$ cat src/rtl/adder_harness_pkg.sv
// Shared definitions for the adder test harness.
// Holds the responder FSM state encodings and the default operand/sum widths.
// The serial responder, the tester and the handshake checker all import these.
package adder_harness_pkg;

    localparam logic [1:0] ST_IDLE = 2'd0;
    localparam logic [1:0] ST_ADD  = 2'd1;
    localparam logic [1:0] ST_DONE = 2'd2;

    localparam int DEFAULT_WIDTH = 14;
    localparam int SUM_W         = DEFAULT_WIDTH + 1;

endpackage

$ cat src/rtl/serial_fa_cell.sv
// One-bit full adder with a registered carry, used bit-serially.
// Ports:
//   clk, rst_n : clock and asynchronous active-low reset
//   clr        : synchronous carry clear (asserted on operand load)
//   en         : advance the carry flop by one bit position
//   a, b       : current operand bits
//   s          : sum bit of a, b and the stored carry (combinational)
//   cout       : carry out of this bit (combinational, what the flop captures)
module serial_fa_cell (
    input  logic clk,
    input  logic rst_n,
    input  logic clr,
    input  logic en,
    input  logic a,
    input  logic b,
    output logic s,
    output logic cout
);

    logic r_carry;

    assign s    = a ^ b ^ r_carry;
    assign cout = (a & b) | (a & r_carry) | (b & r_carry);

    always_ff @(posedge clk or negedge rst_n) begin
        if (!rst_n) begin
            r_carry <= 1'b0;
        end else if (clr) begin
            r_carry <= 1'b0;
        end else if (en) begin
            r_carry <= cout;
        end
    end

endmodule

$ cat src/rtl/serial_adder_responder.sv
// Bit-serial adder on the responder side of a valid/ready harness.
// Accepts an operand pair, adds LSB-first one bit per clock, then presents
// the WIDTH+1 bit sum until the initiator takes it.
//
//   state | meaning
//   ------+-----------------------------------------------------------
//   IDLE  | waiting for operands, op_ready=1
//   ADD   | shifting one bit per cycle through the full-adder cell
//   DONE  | sum_valid=1, sum held; may retire and accept in one edge
//
// Ports:
//   clk, rst_n          : clock, asynchronous active-low reset
//   op_valid/op_ready   : operand handshake (operand1, operand2 unsigned)
//   sum_valid/sum_ready : result handshake (sum is WIDTH+1 bits, carry in MSB)
//   busy                : high whenever not IDLE
module serial_adder_responder
    import adder_harness_pkg::*;
#(
    parameter int WIDTH = DEFAULT_WIDTH
) (
    input  logic             clk,
    input  logic             rst_n,
    input  logic             op_valid,
    output logic             op_ready,
    input  logic [WIDTH-1:0] operand1,
    input  logic [WIDTH-1:0] operand2,
    output logic             sum_valid,
    input  logic             sum_ready,
    output logic [WIDTH:0]   sum,
    output logic             busy
);

    localparam int CNT_W = $clog2(WIDTH + 1);

    logic [1:0]       r_state;
    logic [WIDTH-1:0] r_a;
    logic [WIDTH-1:0] r_b;
    logic [WIDTH-1:0] r_acc;
    logic [CNT_W-1:0] r_cnt;
    logic [WIDTH:0]   r_sum;

    logic w_s;
    logic w_cout;
    logic w_accept;
    logic w_in_add;
    logic w_last;

    // Gated by rst_n so op_ready reads low while reset is held, even though
    // the state register already sits at IDLE.
    assign op_ready  = rst_n & ((r_state == ST_IDLE) | ((r_state == ST_DONE) & sum_ready));
    assign w_accept  = op_valid & op_ready;
    assign w_in_add  = (r_state == ST_ADD);
    assign w_last    = w_in_add & (r_cnt == CNT_W'(WIDTH - 1));

    assign sum_valid = (r_state == ST_DONE);
    assign busy      = (r_state != ST_IDLE);
    assign sum       = r_sum;

    serial_fa_cell u_fa (
        .clk   (clk),
        .rst_n (rst_n),
        .clr   (w_accept),
        .en    (w_in_add),
        .a     (r_a[0]),
        .b     (r_b[0]),
        .s     (w_s),
        .cout  (w_cout)
    );

    always_ff @(posedge clk or negedge rst_n) begin
        if (!rst_n) begin
            r_state <= ST_IDLE;
            r_a     <= '0;
            r_b     <= '0;
            r_acc   <= '0;
            r_cnt   <= '0;
            r_sum   <= '0;
        end else if (w_accept) begin
            // Covers both a fresh accept from IDLE and retire+accept in DONE.
            r_state <= ST_ADD;
            r_a     <= operand1;
            r_b     <= operand2;
            r_acc   <= '0;
            r_cnt   <= '0;
        end else begin
            case (r_state)
                ST_ADD: begin
                    r_a   <= r_a >> 1;
                    r_b   <= r_b >> 1;
                    r_acc <= {w_s, r_acc[WIDTH-1:1]};
                    r_cnt <= r_cnt + CNT_W'(1);
                    if (w_last) begin
                        // The last sum bit and final carry go straight to the
                        // output register so sum stays put through IDLE/ADD.
                        r_sum   <= {w_cout, w_s, r_acc[WIDTH-1:1]};
                        r_state <= ST_DONE;
                    end
                end
                ST_DONE: begin
                    if (sum_ready) begin
                        r_state <= ST_IDLE;
                    end
                end
                ST_IDLE: begin
                    r_state <= ST_IDLE;
                end
                default: begin
                    r_state <= ST_IDLE;
                end
            endcase
        end
    end

endmodule

$ cat config.mk
export PLATFORM = sky130hd
export DESIGN_NAME = serial_adder_responder
export DESIGN_NICKNAME = d
export VERILOG_FILES = /design/src/rtl/adder_harness_pkg.sv /design/src/rtl/serial_fa_cell.sv /design/src/rtl/serial_adder_responder.sv
export SDC_FILE = /design/constraint.sdc
export NUM_CORES = 1
export LEC_CHECK = 0
export BUFFER_PORTS_ARGS = -buffer_cell sky130_fd_sc_hd__buf_2
export CORE_AREA = 2 2 82 92
export DETAILED_ROUTE_END_ITERATION = 7
export DIE_AREA = 0 0 84 94
export PLACE_DENSITY = 0.65
export SLEW_MARGIN = 5
export SYNTH_ARGS = -nofsm -noshare
export SYNTH_HDL_FRONTEND = slang
export SYNTH_SLANG_ARGS = --single-unit
$ cat constraint.sdc
create_clock -name clk -period 1.8 [get_ports clk]
set_clock_uncertainty 0.1 [all_clocks]
set_input_delay 0.54 -clock clk [delete_from_list [all_inputs] [get_ports clk]]
set_output_delay 0.54 -clock clk [all_outputs]
set_load 0.02 [all_outputs]
## After elaboration in Yosys (flattened, before gate mapping)

Cells that the tools add are included.
Widths: inputs -> output; s select.

- Logic and storage cells: 45
- Bits of input ports: 32
- Bits in registers: 64

- Muxes and demuxes: 14
- $add $sub $neg: 1
- Equality and inequality tests: 5
- Reduce and logical (&&, ||, !) cells: 5
- Bitwise operators: 13

Operators with widths:

| kind | number |
|---|---|
| $mux 14 | 6 |
| $mux 4 | 2 |
| $and 1x1->1 | 7 |
| $mux 2 | 3 |
| $ne 3x1->1 const B | 2 |
| $add 4x1->4 const B | 1 |
| $eq 4x4->1 const B | 1 |
| $pmux 2 s2 | 1 |
| $reduce_bool 2->1 | 2 |
| $or 1x1->1 | 3 |
| $reduce_and 3->1 | 1 |
| $eq 2x1->1 const B | 1 |
| $eq 2x2->1 const B | 1 |
| $logic_not 2->1 | 1 |
| $mux 1 | 2 |
| $reduce_and 2->1 | 1 |
| $xor 1x1->1 | 2 |
| $not 1->1 | 1 |

## Logic depth before layout (Yosys ltp)

Gate-level depths: netlist of the first run.

- Depth after elaboration: 7
- Mapped depth: 7
- Gate-level depth less buffers: 5

## Hierarchy

Synthesis of the first run repeated with hierarchy kept, for this count alone.

- Cell total of the unflattened synthesis: 216
- Area total of the unflattened synthesis: 2951.6 um2

By module, submodules not included:

| module | cells an instance | times used | area each (um2) |
|---|---|---|---|
| serial_adder_responder | 212 | 1 | 2892.8 |
| serial_fa_cell | 4 | 1 | 58.8 |

## Worst setup path before layout of the first run

OpenSTA, ideal clock, no wires.

- Path type: input -> output
- From: in sum_ready
- To: out op_ready
- Stages: 2
- Path slack: -0.111 ns
- Data arrival time: 1.271 ns
- Buffers on the path: 0
- Path through: and2b_1 nor3b_1

- Cells in the longest elaborated chain, start to end: 3

Ends and longest elaborated chain:

| what | line | source |
|---|---|---|
| from (decl) | serial_adder_responder.sv:28 | `input logic sum_ready,` |
| $and 1x1->1 | serial_adder_responder.sv:50 | `assign op_ready = rst_n & ((r_state == ST_IDLE) \| ((r_state == ST_DONE) & sum_ready));` |
| $or 1x1->1 | serial_adder_responder.sv:50 |  |
| $and 1x1->1 | serial_adder_responder.sv:50 |  |
| to (decl) | serial_adder_responder.sv:24 | `output logic op_ready,` |

Every way passes these cells.

## Worst setup path in the final report of the first run

- From: reg r_state[1]
- To: out op_ready

- Cells in the longest elaborated chain, start to end: 4

Ends and longest elaborated chain:

| what | line | source |
|---|---|---|
| from (decl) | serial_adder_responder.sv:35 | `logic [1:0] r_state;` |
| from (signal assigned) | serial_adder_responder.sv:72 | `r_state <= ST_IDLE;` |
| from (signal assigned) | serial_adder_responder.sv:80 | `r_state <= ST_ADD;` |
| from (signal assigned) | serial_adder_responder.sv:96 | `r_state <= ST_DONE;` |
| $eq 2x2->1 | serial_adder_responder.sv:50 |  |
| $and 1x1->1 | serial_adder_responder.sv:50 |  |
| $or 1x1->1 * | serial_adder_responder.sv:50 |  |
| $and 1x1->1 * | serial_adder_responder.sv:50 |  |

Every way passes the cells marked *; elsewhere a longest branch is shown, timed or not.

==> results of run 1 <==
## through the flow
step	area (um^2)	utilization	TNS [ns]	setup slack [ns]	power, mW
floorplan	2750	-	0	0.0790	3.59
global route	3390	0.489	-0.259	-0.185	5.99
CTS	3380	0.488	-0.109	-0.108	5.68
detailed placement	3120	0.451	-0.0137	-0.0137	4.14
finish	3390	0.489	-0.0791	-0.0791	5.61
global placement	3120	0.451	0	0.00478	4.07
## cells in the mapped netlist (3+ instances only)
cell,count,share of area
and2_1,26,0.059
mux2_4,7,0.038
clkbuf_1,4,0.0055
buf_2,6,0.011
a221o_1,26,0.095
o22ai_1,3,0.0068
buf_6,6,0.025
inv_1,8,0.011
dfrtp_1,63,0.57
mux2_2,7,0.029
o21ai_0,17,0.031
nand2_1,31,0.042
## registers in the layout, summed over array words and instances, names as in the netlist
register / count
r_cnt: 4
r_acc: 13
r_state: 2
u_fa.r_carry: 1
sum: 15
r_b: 14
r_a: 14
## cell type report
cell class | instances | area [um^2]
fillers | 633 | 3540
flip-flops and latches | 63 | 1580
multi-input cells | 140 | 1030
repair buffers | 61 | 390
clock buffers | 10 | 138
clock inverters | 6 | 108
well taps | 85 | 106
inverters | 8 | 32.5
## what timing repair did
item,in CTS,in global routing
resized for setup,4,2
setup endpoints to repair,3,3
endpoints found under the hold margin,0,0
setup buffers,1,0
cloned,0,0
## final timing paths
| path | cells past startpoint | end |
|---|---|---|
| max | 3 | op_ready |
| max in group asynchronous | 2 | r_state[1]$_DFFE_PN0P_ |
| min in group clk | 2 | r_a[11]$_DFFE_PN0P_ |
| min reg2reg | 1 | r_b[3]$_DFFE_PN0P_ |
| min | 2 | r_b[0]$_DFFE_PN0P_ |
| max reg2reg | 6 | sum[7]$_DFFE_PN0P_ |
## logic make-up after synthesis
family	after synthesis	share of synthesized area
AO/OA/AOI/OAI	50	0.143
XOR/XNOR	1	0.00319
adder cells (fa/ha/maj)	3	0.0164
buffers and inverters	24	0.0520
flip-flops	63	0.575
multiplexers	16	0.0743
AND/OR/NAND/NOR	70	0.136
## report_power, final
part / internal [mW] / switching, mW / leakage (nW)
sequential: 1.95 / 0.337 / 0.828
clock: 0.952 / 0.537 / 0.122
combinational: 0.902 / 0.924 / 0.732
total: 3.81 / 1.80 / 1.68
## routing by layer
layer,wire (um),part of all wire
met5,0,0
met4,114,0.022
met3,220,0.042
met2,2440,0.46
met1,2510,0.47
==> results.cfg, run 1 <==
[run_status]
status = complete, but fails checks
violations = negative setup slack

[yosys]
netlist_area_um2 = 2740
synth-edff-count = 0
synth_flop_cell = dfrtp_1
synthDistinctLibCells = 31
synth_cells = 227
async_flop_share = 1.00
syn_nets = 262
ys_ff_latch = 63
ys_seq_area_frac = 0.575
ys_warn_count = 0
avgSynthCellArea_um2 = 12.1

[place]
dp_hpwl_um = 3360
portBuffers = 49
dp.cells = 356
globalplace.congestion = 0.719

[job]
maxCapViolCount = 0

[finish]
flow.area_growth_from_synthesis_pct = 23.4
drive_gt1_frac = 0.340
diodes = 0
final_cell_mix = 61 x dfrtp_1, 47 x buf_2, 31 x nand2_1, 26 x and2_1, 26 x a221o_1
final_nets = 318
fin_cells = 373
final_common_cell = dfrtp_1

[setup_path]
path_cells = and2b_1 > nor3b_2 > buf_4
crit_path_max_fanout = 2
crit_path_start = r_state[1]$_DFFE_PN0P_
max_stage_delay_ns = 0.40
path_buf_inv = 1
cp_top_family = flip-flops
arrival_ns = 1.24
critPathRequiredTime_ns = 1.16
end_kind = primary output
crit_type = reg -> out
r2r_slack_ns = 0.13
r2r_start = r_cnt[1]$_DFFE_PN0P_
start_kind = flip-flop
crit_slowest_cell = dfrtp_2

[grt]
use_met3 = 0.0360
grt_pass1_wl_um = 8960
track_usage = 0.146
overflow = 0
grt_pass1_vias = 1846
grt.met2_usage = 0.215
grt_max_degree = 64
met1_usage = 0.199
antenna_found_initial = 0
top_usage_layer = met2

[route]
vias = 1890
dr.pass1.iters = 4
routed_via_density = 5.07
drtIter0Drc = 65
detail-route-antenna-nets = 0
route.detailed.drc = 0
post_drt_wl_per_cell_um = 14.2
wirelength_um = 5290

[clock_network]
cts_max_path_buffers = 2
cts_buffers = 9
clk_pin_slew_ns = 0.07
clk_latency_ns = 0.33
cts_tree = yes
cts_htree_levels = 3
cts_hold_buffers = 0
clock-sinks = 63
root_buffer = clkbuf_8

[timing]
post-route-min-period_ns = 1.88
hold_viol_final = 0
setup_ws_ns = -0.0791
hold-worst-slack_ns = 0.312
max_freq_mhz = 532
worst_slew_pin_slew_ns = 0.806
slew_headroom = 0.462
finalSetupViolations = 1
maxSlewViolCount = 0
fin_crit_sh = 1.04
grt_setup_unrepaired = true

[power]
p_leak_nw = 1.68
power_per_cell_area_nw_per_um2 = 1660
ir_drop_v = 0.000620

[worst_hold_path]
hold_class = in -> async

[die]
die-width_um = 84
dieArea_um2 = 7900
start_util = 0.396
io_pins = 50
fp.dieH_um = 94
num_rows = 32
coreArea_um2 = 6930
No activity file was read; power rests on OpenSTA's default activity.
==> run 2: changes to the inputs <==
--- a/config.mk
+++ b/config.mk
@@ -10,6 +10,7 @@
 export DETAILED_ROUTE_END_ITERATION = 7
 export DIE_AREA = 0 0 84 94
 export PLACE_DENSITY = 0.65
+export REMOVE_ABC_BUFFERS = 1
 export SLEW_MARGIN = 5
 export SYNTH_ARGS = -nofsm -noshare
 export SYNTH_HDL_FRONTEND = slang
==> constraint.sdc (replaced) <==
create_clock -name clk -period 2.32 [get_ports clk]
set_clock_uncertainty 0.1 [all_clocks]
set_input_delay 0.696 -clock clk [delete_from_list [all_inputs] [get_ports clk]]
set_output_delay 0.696 -clock clk [all_outputs]
set_load 0.02 [all_outputs]
==> results.cfg, run 2 (synthesis gave the netlist of run 1 again) <==
[timing]
hold_viol_final = 0
slew_headroom = 0.477
maxSlewViolCount = 0
hold-worst-slack_ns = 0.403
finalSetupViolations = 0
max_freq_mhz = 466
post-route-min-period_ns = 2.15
fin_setup_tns_ns = 0
setup_ws_ns = 0.172
fin_crit_sh = 0.926
worst_slew_pin_slew_ns = 0.785
grt_setup_unrepaired = false

[clock_network]
clk_latency_ns = 0.34
cts_buffers = 9
clk_pin_slew_ns = 0.07
cts_htree_levels = 3
clock-sinks = 63
cts_tree = yes
cts_hold_buffers = 0
root_buffer = clkbuf_8
cts_max_path_buffers = 2
cts-resized-gates = 0
postCtsSetupRepairBufs = 0

[finish]
largest_reg_flops = 15
flow.area_growth_from_synthesis_pct = 19.6
final_cell_mix = 63 x dfrtp_1, 49 x buf_2, 31 x nand2_1, 26 x and2_1, 26 x a221o_1
final_nets = 313
final_common_cell = dfrtp_1
fin_cells = 368
fill_cells = 668
diodes = 0
drive_gt1_frac = 0.314

[setup_path]
crit_type = reg -> out
path_cells = and2b_1 > nor3b_1 > buf_2
start_kind = flip-flop
arrival_ns = 1.35
reg2regPathDepth = 5
critPathRequiredTime_ns = 1.52
end_kind = primary output
crit_path_max_fanout = 6
crit_slowest_cell = dfrtp_1
r2r_slack_ns = 0.44
max_stage_delay_ns = 0.45

[grt]
track_usage = 0.148
grt_max_degree = 64
grt.met2_usage = 0.220
top_usage_layer = met2
met1_usage = 0.201
grt_pass1_vias = 1859
antenna_found_initial = 0
grt_pass1_wl_um = 9130
use_met3 = 0.0351
overflow = 0

[route]
routed_via_density = 5.14
vias = 1891
drtIter0Drc = 111
route.detailed.drc = 0
post_drt_wl_per_cell_um = 14.1
dr.pass1.iters = 4
detail-route-antenna-nets = 0
wirelength_um = 5200

[worst_hold_path]
whs_path_depth = 1
hold_class = reg -> reg

[die]
dieArea_um2 = 7900
fp.dieH_um = 94
die-width_um = 84
num_rows = 32
start_util = 0.396
coreArea_um2 = 6930
io_pins = 50

[place]
portBuffers = 49
place_ws_ns = 0.163
dp.cells = 352
globalplace.congestion = 0.712
dp_hpwl_um = 3280

[power]
finalPower_mw = 4.19
ir_drop_v = 0.000565
p_leak_nw = 1.63
power_per_cell_area_nw_per_um2 = 1280

[job]
maxCapViolCount = 0

[run_status]
status = finished, final reports clean
[run 2: cell count changes in the layout (fill, tap and decap cells not counted), moves of 2 or more]
cell,previous run,this run
buf_4,10,6
buf_12,4,1
buf_2,47,49
dfrtp_1,61,63
dfrtp_2,2,0
[run 2: layer usage]
layer | vias to the layer above | wire length, um
met5 | - | 0
met4 | 0 | 74
met3 | 7 | 291
met2 | 52 | 2380
met1 | 930 | 2450
li1 | 902 | -
[run 2: worst paths after layout]
check                                             from              endpoint
worst min-delay path                sum[3]$_DFFE_PN0P_    sum[3]$_DFFE_PN0P_
max in group asynchronous                        rst_n    r_b[1]$_DFFE_PN0P_
worst max register to register    r_cnt[0]$_DFFE_PN0P_   sum[11]$_DFFE_PN0P_
worst min register to register      sum[3]$_DFFE_PN0P_    sum[3]$_DFFE_PN0P_
worst max-delay path            r_state[1]$_DFFE_PN0P_              op_ready
min in group asynchronous                        rst_n  r_cnt[2]$_DFFE_PN0P_
[run 2: power by group]
part / switching [mW] / total [mW] / internal [mW] / leakage [nW]
clock: 0.424 / 1.09 / 0.661 / 0.112
combinational: 0.699 / 1.33 / 0.631 / 0.686
sequential: 0.261 / 1.77 / 1.51 / 0.830
total: 1.38 / 4.19 / 2.81 / 1.63
[run 2: critical path: cells and delay by family (launching register included)]
kind                   cells  cell delay (ns)
buffers and inverters      1             0.19
AND/OR/NAND/NOR            2             0.38
flip-flops                 1             0.45
[run 2: layout make-up]
class                      count  area [um^2]  area share
clock inverter                 5         80.1      0.0244
timing repair buffer          56          310      0.0945
clock buffer                  11          151      0.0461
sequential                    63         1580       0.480
multi-input combinational    140         1030       0.313
inverter                       8         30.0     0.00915
tap                           85          106      0.0324
[run 2: through the flow]
step / cell area, um^2 / util
after floorplan: 2630 / -
after global placement: 3050 / 0.440
after detailed placement: 3050 / 0.440
after CTS: 3280 / 0.474
after global routing: 3280 / 0.474
final: 3280 / 0.474
